--- src/rtl/time_counter.sv ---
// ============================================================================
// time_counter
//   12-hour wall clock with AM/PM flag. A prescaler divides CLK down to a
//   one-second tick. Ticks advance a hidden seconds counter, and seconds carry
//   into minutes and then into hours. While SET_TIME is high, timekeeping is
//   frozen and the HRS_INC / MINS_INC strobes step the displayed time
//   directly. Every output comes straight from a flop.
//
// Parameters
//   CLK_DIV     CLK cycles per second of timekeeping (2..65535)
//
// Ports
//   CLK         clock, rising edge
//   RESET_N     asynchronous active-low reset -> 12:00:00 AM
//   SET_TIME    1 = set mode (counting frozen, increment strobes honoured)
//   HRS_INC     hour increment strobe (set mode only)
//   MINS_INC    minute increment strobe (set mode only, no carry into hours)
//   TIME_HRS    current hour, 1..12
//   TIME_MINS   current minute, 0..59
//   TIME_AM_PM  0 = AM, 1 = PM
//   TIME_SECS   current second, 0..59 (present only when the optional
//               build macro TIME_COUNTER_SECS_OUT_EN is defined)
//
// Build option
//   TIME_COUNTER_SECS_OUT_EN  adds the TIME_SECS output port
// ============================================================================
module time_counter #(
   parameter int CLK_DIV = 256
) (
   input  logic       CLK,
   input  logic       RESET_N,
   input  logic       SET_TIME,
   input  logic       HRS_INC,
   input  logic       MINS_INC,
   output logic [3:0] TIME_HRS,
   output logic [5:0] TIME_MINS,
   output logic       TIME_AM_PM
`ifdef TIME_COUNTER_SECS_OUT_EN
   ,
   output logic [5:0] TIME_SECS
`endif
);

   localparam int             PW        = $clog2(CLK_DIV);
   localparam logic [PW-1:0]  PRESC_MAX = PW'(CLK_DIV - 1);

   // state
   logic [PW-1:0] presc_q, presc_d;
   logic [5:0]    secs_q,  secs_d;
   logic [5:0]    mins_d;
   logic [3:0]    hrs_d;
   logic          ampm_d;

   // advance strobes
   logic          tick;
   logic          sec_wrap;
   logic          min_adv;
   logic          min_wrap;
   logic          hr_adv;

   // -------------------------------------------------------------------------
   // Advance decode. In set mode the strobes replace the carry chain: a
   // minute strobe never carries into hours, so hr_adv comes only from
   // HRS_INC there. In run mode the strobes are ignored entirely.
   // -------------------------------------------------------------------------
   always_comb begin
      tick     = !SET_TIME && (presc_q == PRESC_MAX);
      sec_wrap = tick && (secs_q == 6'd59);
      min_adv  = SET_TIME ? MINS_INC : sec_wrap;
      min_wrap = min_adv && (TIME_MINS == 6'd59);
      hr_adv   = SET_TIME ? HRS_INC : min_wrap;
   end

   // -------------------------------------------------------------------------
   // Next-state
   // -------------------------------------------------------------------------
   always_comb begin
      presc_d = presc_q;
      secs_d  = secs_q;
      mins_d  = TIME_MINS;
      hrs_d   = TIME_HRS;
      ampm_d  = TIME_AM_PM;

      // Prescaler and seconds sit at zero in set mode. This lets the first
      // tick after release arrive a full CLK_DIV cycles later.
      if (SET_TIME) begin
         presc_d = '0;
         secs_d  = '0;
      end else if (tick) begin
         presc_d = '0;
         secs_d  = (secs_q == 6'd59) ? 6'd0 : secs_q + 6'd1;
      end else begin
         presc_d = presc_q + 1'b1;
      end

      if (min_adv)
         mins_d = (TIME_MINS == 6'd59) ? 6'd0 : TIME_MINS + 6'd1;

      // 12 -> 1 -> ... -> 11 -> 12. The meridiem flips entering 12.
      if (hr_adv) begin
         hrs_d = (TIME_HRS == 4'd12) ? 4'd1 : TIME_HRS + 4'd1;
         if (TIME_HRS == 4'd11)
            ampm_d = ~TIME_AM_PM;
      end
   end

   // -------------------------------------------------------------------------
   // Registers. The outputs are the state flops themselves.
   // -------------------------------------------------------------------------
   always_ff @(posedge CLK or negedge RESET_N) begin
      if (!RESET_N) begin
         presc_q    <= '0;
         secs_q     <= '0;
         TIME_MINS  <= '0;
         TIME_HRS   <= 4'd12;
         TIME_AM_PM <= 1'b0;
      end else begin
         presc_q    <= presc_d;
         secs_q     <= secs_d;
         TIME_MINS  <= mins_d;
         TIME_HRS   <= hrs_d;
         TIME_AM_PM <= ampm_d;
      end
   end

`ifdef TIME_COUNTER_SECS_OUT_EN
   assign TIME_SECS = secs_q;
`endif

endmodule

--- config.mk ---
export PLATFORM = sky130hd
export DESIGN_NAME = time_counter
export DESIGN_NICKNAME = d
export VERILOG_FILES = /design/src/rtl/time_counter.sv
export SDC_FILE = /design/constraint.sdc
export NUM_CORES = 1
export LEC_CHECK = 0
export ABC_AREA = 1
export BUFFER_PORTS_ARGS = -buffer_cell sky130_fd_sc_hd__buf_2
export CAP_MARGIN = 5
export CORE_MARGIN = 2
export CORE_UTILIZATION = 40
export CTS_CLUSTER_DIAMETER = 50
export CTS_CLUSTER_SIZE = 12
export DETAILED_ROUTE_END_ITERATION = 16
export GPL_ROUTABILITY_DRIVEN = 1
export GPL_TIMING_DRIVEN = 0
export HOLD_SLACK_MARGIN = 0.03
export PLACE_DENSITY_LB_ADDON = 0.2
export SLEW_MARGIN = 40
export SYNTH_ARGS = -nofsm -noshare
export SYNTH_HDL_FRONTEND = slang
export SYNTH_SLANG_ARGS = --single-unit
--- constraint.sdc ---
create_clock -name CLK -period 1.7 [get_ports CLK]
set_clock_uncertainty 0.1 [all_clocks]
set_input_delay 0.17 -clock CLK [delete_from_list [all_inputs] [get_ports CLK]]
set_output_delay 0.17 -clock CLK [all_outputs]
set_load 0.02 [all_outputs]
==> results of run 1 <==
-- final cells by class --
type / instances / area, um^2 / share of cell area (%)
Clock buffer: 4 / 26.3 / 1.68
Tap cell: 44 / 55.1 / 3.52
Timing Repair Buffer: 19 / 110 / 7.04
Sequential cell: 25 / 628 / 40.2
Multi-Input combinational cell: 108 / 662 / 42.3
Inverter: 19 / 71.3 / 4.56
Buffer: 1 / 11.3 / 0.720
-- sequential cells by signal (all words and copies together), names as in the netlist --
name	count
TIME_HRS	4
secs_q	6
TIME_AM_PM	1
TIME_MINS	6
presc_q	8
-- placed cells by master, fill, tap and decap left out, types with 2 or more instances in the layout --
cell type	instances
xor2_1	7
o21ai_0	8
nor2_2	2
o21ai_1	2
dlygate4sd3_1	2
nand2_1	29
clkbuf_4	3
dfstp_2	2
a21oi_1	5
nor3_1	4
dfrtp_1	23
inv_1	17
ha_1	4
inv_2	2
buf_2	15
nor2_1	10
buf_4	2
nand2_2	4
nor2_4	3
nand3_1	17
-- report_power, final --
part	leakage, nW	total, mW	internal [mW]	switching (mW)
Clock	0.0150	0.256	0.0915	0.164
Combinational	0.416	0.488	0.182	0.307
Sequential	0.327	0.818	0.706	0.112
Total	0.758	1.56	0.979	0.583
-- metrics by stage --
stage	utilization (%)	TNS [ns]	instance area, um^2	instances	worst slack, ns
2_1_floorplan	-	0	1340	153	0.103
3_3_place_gp	46.9	-0.0278	1470	212	-0.0193
3_5_place_dp	46.9	-0.0584	1470	212	-0.0278
4_1_cts	48.7	0	1520	219	0.00317
5_1_grt	50.0	-0.833	1560	220	-0.109
6_report	50.0	0	1560	220	0.0123
-- worst paths after layout --
kind / startpoint / endpoint / slack [ns] / cells after the start
worst max register to register: presc_q[0]$_DFF_PN0_ / TIME_MINS[3]$_DFFE_PN0P_ / 0.01 / 9
worst min-delay path: HRS_INC / TIME_HRS[3]$_DFFE_PN1P_ / 0.08 / 4
max in group asynchronous: RESET_N / TIME_HRS[2]$_DFFE_PN1P_ / 0.87 / 2
worst min register to register: presc_q[0]$_DFF_PN0_ / presc_q[0]$_DFF_PN0_ / 0.37 / 1
min in group asynchronous: RESET_N / secs_q[4]$_DFFE_PN0P_ / 0.26 / 2
worst max-delay path: presc_q[0]$_DFF_PN0_ / TIME_MINS[3]$_DFFE_PN0P_ / 0.01 / 9
-- worst max-delay path: cells and delay by family, from the launching register on --
family	cells	cell delay [ns]
and+or+nand+nor	5	0.44
DFF	1	0.39
adders and majority gates	1	0.20
AOI/OAI and AO/OA	1	0.18
buffers and inverters	1	0.16
xor gates and xnor gates	1	0.14
-- logic make-up after synthesis --
group           Yosys count  synth area share, %
compound gates           18                 8.04
xor+xnor                  9                 5.89
fa+ha+maj                 5                 4.68
buf+inv                  20                 6.17
flops                    25                 47.0
simple gates             76                 28.3
-- per-layer routing --
layer	part of all wire [%]	vias to the layer above
met3	3.1	2
met4	0.63	0
met5	0	-
met1	50	480
li1	-	537
met2	46	18
-- what timing repair did --
item,in CTS,in global routing
buffers inserted,1,1
hold endpoints to repair,24,0
setup endpoints to repair,5,15
pin swaps,0,6
resized for setup,2,8
hold buffers,2,0
==> metrics.md, run 1 <==
| Metric | Value |
|---|---|
| Yosys warns | `0` |
| Met2 usage | `23.6%` |
| Via count | `around 1.0k` |
| CP max-delay cell | `dfrtp_1` |
| Ys flop type | `dfrtp_1` |
| CP Launch Type | `flip-flop` |
| Vias in the first global route | `about 1000` |
| Period utilization | `99.3%` |
| Most frequent cells after synthesis | `31 x nand2_1, 23 x dfrtp_1, 18 x inv_1` |
| Std cell rows | `20` |
| Area Overhead vs Synth | `16.9%` |
| CTS clk-pin slew, worst paths | `0.13 ns` |
| Worst EP arrival | `between 1.5 and 2 ns` |
| Slowest stage delay, CP | `between 0.3 and 0.4 ns` |
| Core box area | `3130 um^2` |
| Syn nets | `about 160` |
| Share of the synthesized area in the top cell type | `between 40% and 50%` |
| Number of diodes | `0` |
| Max-slew headroom | `63.4%` |
| Worst Max-Slew Pin Slew | `0.548 ns` |
| Worst vdd ir | `between 700 and 800 uV` |
| Yosys cell types | `26` |
| Clock latency on the worst-skew pair | `roughly 0.31 ns` |
| Mapped cell area | `between 1000 and 1500 um^2` |
| Final-report hold violation count | `0` |
| CTS root buf | `clkbuf_4` |
| Design Power | `around 1.6 mW` |
| HP Class | `in2reg` |
| Post-synthesis area per instance | `about 8.7 um^2` |
| Detail Route Antenna Nets | `0` |
| Clk sink count | `25` |
| Kind of critical path | `reg2reg` |
| Max clock buf depth | `2` |
| Status | `complete, no violations` |
| Most frequent CP cell | `nand2_2` |
| Largest net degree at the start of global routing | `26` |
| Htree depth | `1` |
| CTS buffer count | `3` |
| DRC errors left | `0` |
| Hpwl dp | `around 1.8 mm` |
| Worst Path Required | `around 1.9 ns` |
| Dominant cell type by area after synthesis | `dfrtp_1` |
| Register area share after synthesis | `a little under half` |
| Endpoints failing setup | `0` |
| First-pass GRT wire length | `around 4.2 mm` |
| Layer with the highest usage | `met2` |
| Initial core utilization | `42.8%` |
| CTS tree | `built` |
| Highest Clock Rate | `between 500 and 600 MHz` |
| Layout Nets | `187` |
| GRT Util Overall | `14.7%` |
| Die ar. | `between 3000 and 4000 um^2` |
| Crit path time final | `approximately 1.7 ns` |
| Drt pass-1 iters | `4` |
| Max-cap viol count | `0` |
| Ordered cell list for the critical path | `ha_2 > nand2_2 > nor2_4 > nand3_2 > o21bai_4 > buf_6 > nand2_2 > xor2_2 > nor2_2` |
| DIE WIDTH | `between 60 and 70 um` |
| Port Buf Inserts | `15` |
| Layout cells sized above 1 | `a little under a quarter` |
| Yosys reg bits | `25` |
| Vias/cell | `4.71` |
| Initial DRC Count | `28` |
| Post-synthesis cell count | `approximately 150` |
| Post-synth EDFFs | `0` |
| Fillers | `280` |
| RSZ-0062 raised after global routing | `true` |
| Crit end category | `flip-flop` |
| IO Pins | `16` |
| Final number of max-transition violations | `0` |
| Routed len/inst | `around 11 um` |
| Initial antenna violation count | `0` |
| Met1 Use GR | `between 20% and 30%` |
| Total Routed Length | `2.40 mm` |
| Top-count cell post-synth | `nand2_1` |
| P_leak | `approximately 0.76 nW` |
| Synth top area cells | `dfrtp_1 43%, nand2_1 8.7%, nand3_1 6.4%, xor2_1 5.2%, inv_1 5.1%` |
| Grt met3 use | `between 1.5 and 2%` |
| Die H | `between 60 and 70 um` |
| Pwr/cell area | `about 1000 nW/um^2` |
| Crit path max fanout | `10` |
| Total gr overflow | `0` |
| RD Place Congestion | `just under 0.8` |
| Asr flop ratio synth | `100%` |
| WHS | `a little under 0.08 ns` |
(Power assumes the default switching activity.)
==> run 2: changes to the inputs <==
CELL_PAD_IN_SITES_DETAIL_PLACEMENT = 0   (was not set)
CELL_PAD_IN_SITES_GLOBAL_PLACEMENT = 1   (was not set)
CORE_UTILIZATION = 38   (was 40)
GPL_TIMING_DRIVEN = not set   (was 0)
==> run 2 against run 1 <==
Sequential power is essentially flat; sequential cell count unchanged; register-to-register slack gained 0.03 ns; worst setup slack improved by 0.031 ns; count of clock-buffer cells in the layout stayed put; non-clock buffer count grew 8; cell area is 5.0% higher; clock power increased by 5%; worst hold slack improved by 0.024 ns; power increased by 2.2%; via count is 7.2% higher; critical path type unchanged; critical endpoint unchanged; largest cell class unchanged; largest power group unchanged.
==> metrics.md, run 2 (same netlist as run 1, synthesis figures left out) <==
| Metric | Value |
|---|---|
| Port Buf Inserts | `15` |
| Met1 Use GR | `between 10% and 20%` |
| Status | `complete, no violations` |
| CTS root buf | `clkbuf_4` |
| RD Place Congestion | `0.762` |
| Period utilization | `a little over nine tenths` |
| Number of diodes | `0` |
| Worst R2R Path Depth | `9` |
| Final-report hold violation count | `0` |
| DIE WIDTH | `roughly 63 um` |
| Final number of max-transition violations | `0` |
| Max FFs per register | `8` |
| WHS | `slightly above 0.1 ns` |
| Worst EP arrival | `1.82 ns` |
| Kind of critical path | `reg2reg` |
| Core box area | `3360 um^2` |
| HP Class | `in2reg` |
| Critical R2R Capture | `TIME_MINS[3]$_DFFE_PN0P_` |
| Max clock buf depth | `2` |
| Crit path max fanout | `8` |
| Highest-count cells in the layout ignoring fill and taps | `28 x nand2_1, 23 x dfrtp_1, 18 x inv_1, 16 x nand3_1, 15 x buf_2` |
| Placed inst area | `1500 um^2` |
| Highest Clock Rate | `about 600 MHz` |
| Vias in the first global route | `1102` |
| Worst Path Required | `between 1.5 and 2 ns` |
| Hold_sp | `HRS_INC` |
| Fillers | `roughly 350` |
| P_leak | `0.813 nW` |
| Via count | `~1.1k` |
| Worst Max-Slew Pin Slew | `roughly 0.57 ns` |
| Vias/cell | `4.83` |
| Endpoints failing setup | `0` |
| Total gr overflow | `0` |
| R2R Path Start | `secs_q[1]$_DFFE_PN0P_` |
| Die H | `between 60 and 70 um` |
| RSZ-0062 raised after global routing | `true` |
| Std cell rows | `21` |
| CP Launch Type | `flip-flop` |
| Layout cells sized above 1 | `between 20% and 30%` |
| GRT Util Overall | `14.5%` |
| Clock latency on the worst-skew pair | `between 0.3 and 0.4 ns` |
| Routed len/inst | `11.2 um` |
| Setup WS post-layout | `0.0438 ns` |
| Largest regs | `presc_q x8, TIME_MINS x6, secs_q x6` |
| Area Overhead vs Synth | `22.8%` |
| Initial antenna violation count | `0` |
| Worst vdd ir | `457 uV` |
| Hpwl dp | `approximately 1.9 mm` |
| Met2 usage | `between 20% and 30%` |
| Crit path time final | `roughly 1.7 ns` |
| CTS tree | `built` |
| Die ar. | `approximately 4000 um^2` |
| Layout Nets | `~200` |
| Pwr/cell area | `972 nW/um^2` |
| Total Routed Length | `2.59 mm` |
| Commonest non-fill, non-tap cell in the layout | `nand2_1` |
| Largest net degree at the start of global routing | `26` |
| Crit end category | `flip-flop` |
| Grt met3 use | `~2.7%` |
| Detail Route Antenna Nets | `0` |
| DRC errors left | `0` |
| Max-slew headroom | `between 60 and 70%` |
| Max-cap viol count | `0` |
| Layer with the highest usage | `met2` |
| Drt pass-1 iters | `4` |
| Initial core utilization | `approximately 40%` |
| Clk sink count | `25` |
| First-pass GRT wire length | `4.70 mm` |
| CTS buffer count | `3` |
| WHS Endpoint | `TIME_HRS[3]$_DFFE_PN1P_` |
| Initial DRC Count | `41` |
| R2r setup slk | `0.04 ns` |
| CTS clk-pin slew, worst paths | `0.14 ns` |
| IO Pins | `16` |
| Design Power | `1.60 mW` |
| Design area | `1640 um^2` |
| Top reg by flops | `presc_q` |
| Htree depth | `1` |
| WHS Path Cells | `4` |
| Dpl ws | `about 0.009 ns` |
-- run 2: cell types whose count changed in the layout (fill, tap and decap cells not counted), sizes merged --
cell  delta
buf      +8
-- run 2: critical path, cell delays in order (launching register included) --
cell and delay [ns]:
dfrtp_1 0.40, ha_1 0.17, inv_1 0.04, nor2_1 0.16
nand3b_4 0.11, o21bai_4 0.19, buf_6 0.17, nand2_4 0.05
xor2_2 0.14, nor2_2 0.07
-- run 2: layout make-up --
| cell class | instances | area [um^2] | area share (%) |
|---|---|---|---|
| clock buffers | 4 | 26.3 | 1.60 |
| inverters | 19 | 71.3 | 4.34 |
| multi-input cells | 108 | 674 | 41.1 |
| flip-flops and latches | 25 | 628 | 38.2 |
| well taps | 46 | 57.6 | 3.50 |
| repair buffers | 28 | 185 | 11.3 |
-- run 2: repair_timing --
| action | 4_1_cts | 5_1_grt |
|---|---|---|
| setup endpoints to repair | 2 | 11 |
| resized for setup | 1 | 13 |
| buffers inserted | 1 | 4 |
| hold buffers | 2 | 0 |
| pin swaps | 0 | 1 |
| hold endpoints to repair | 24 | 0 |
-- run 2: through the flow --
step	TNS (ns)	std cells	util, %
6_report	0	230	48.8
5_1_grt	-0.198	230	48.8
4_1_cts	0	226	46.5
3_5_place_dp	0	219	44.7
3_3_place_gp	0	219	44.7
2_1_floorplan	0	153	-
-- run 2: where the power goes --
| group | leakage [nW] | internal (mW) | switching, mW |
|---|---|---|---|
| combinational | 0.471 | 0.193 | 0.318 |
| clock | 0.0150 | 0.0917 | 0.176 |
| sequential | 0.327 | 0.706 | 0.112 |
-- run 2: how the worst max path moves through the flow --
stage | cells after the start | from | end | slack (ns)
global route | 10 | secs_q[1]$_DFFE_PN0P_ | TIME_AM_PM$_DFFE_PN0P_ | -0.06
floorplan | 9 | secs_q[0]$_DFFE_PN0P_ | TIME_MINS[3]$_DFFE_PN0P_ | 0.10
detailed placement | 10 | presc_q[0]$_DFF_PN0_ | TIME_AM_PM$_DFFE_PN0P_ | 0.009
global placement | 10 | presc_q[0]$_DFF_PN0_ | TIME_AM_PM$_DFFE_PN0P_ | 0.02
CTS | 9 | presc_q[0]$_DFF_PN0_ | TIME_MINS[3]$_DFFE_PN0P_ | 0.03
finish | 9 | secs_q[1]$_DFFE_PN0P_ | TIME_MINS[3]$_DFFE_PN0P_ | 0.04
-- run 2: routing by layer --
metal	vias to the layer above	wire length, um
li1	560	-
met1	535	1190
met2	15	1290
met3	2	85
met4	0	18
met5	-	0
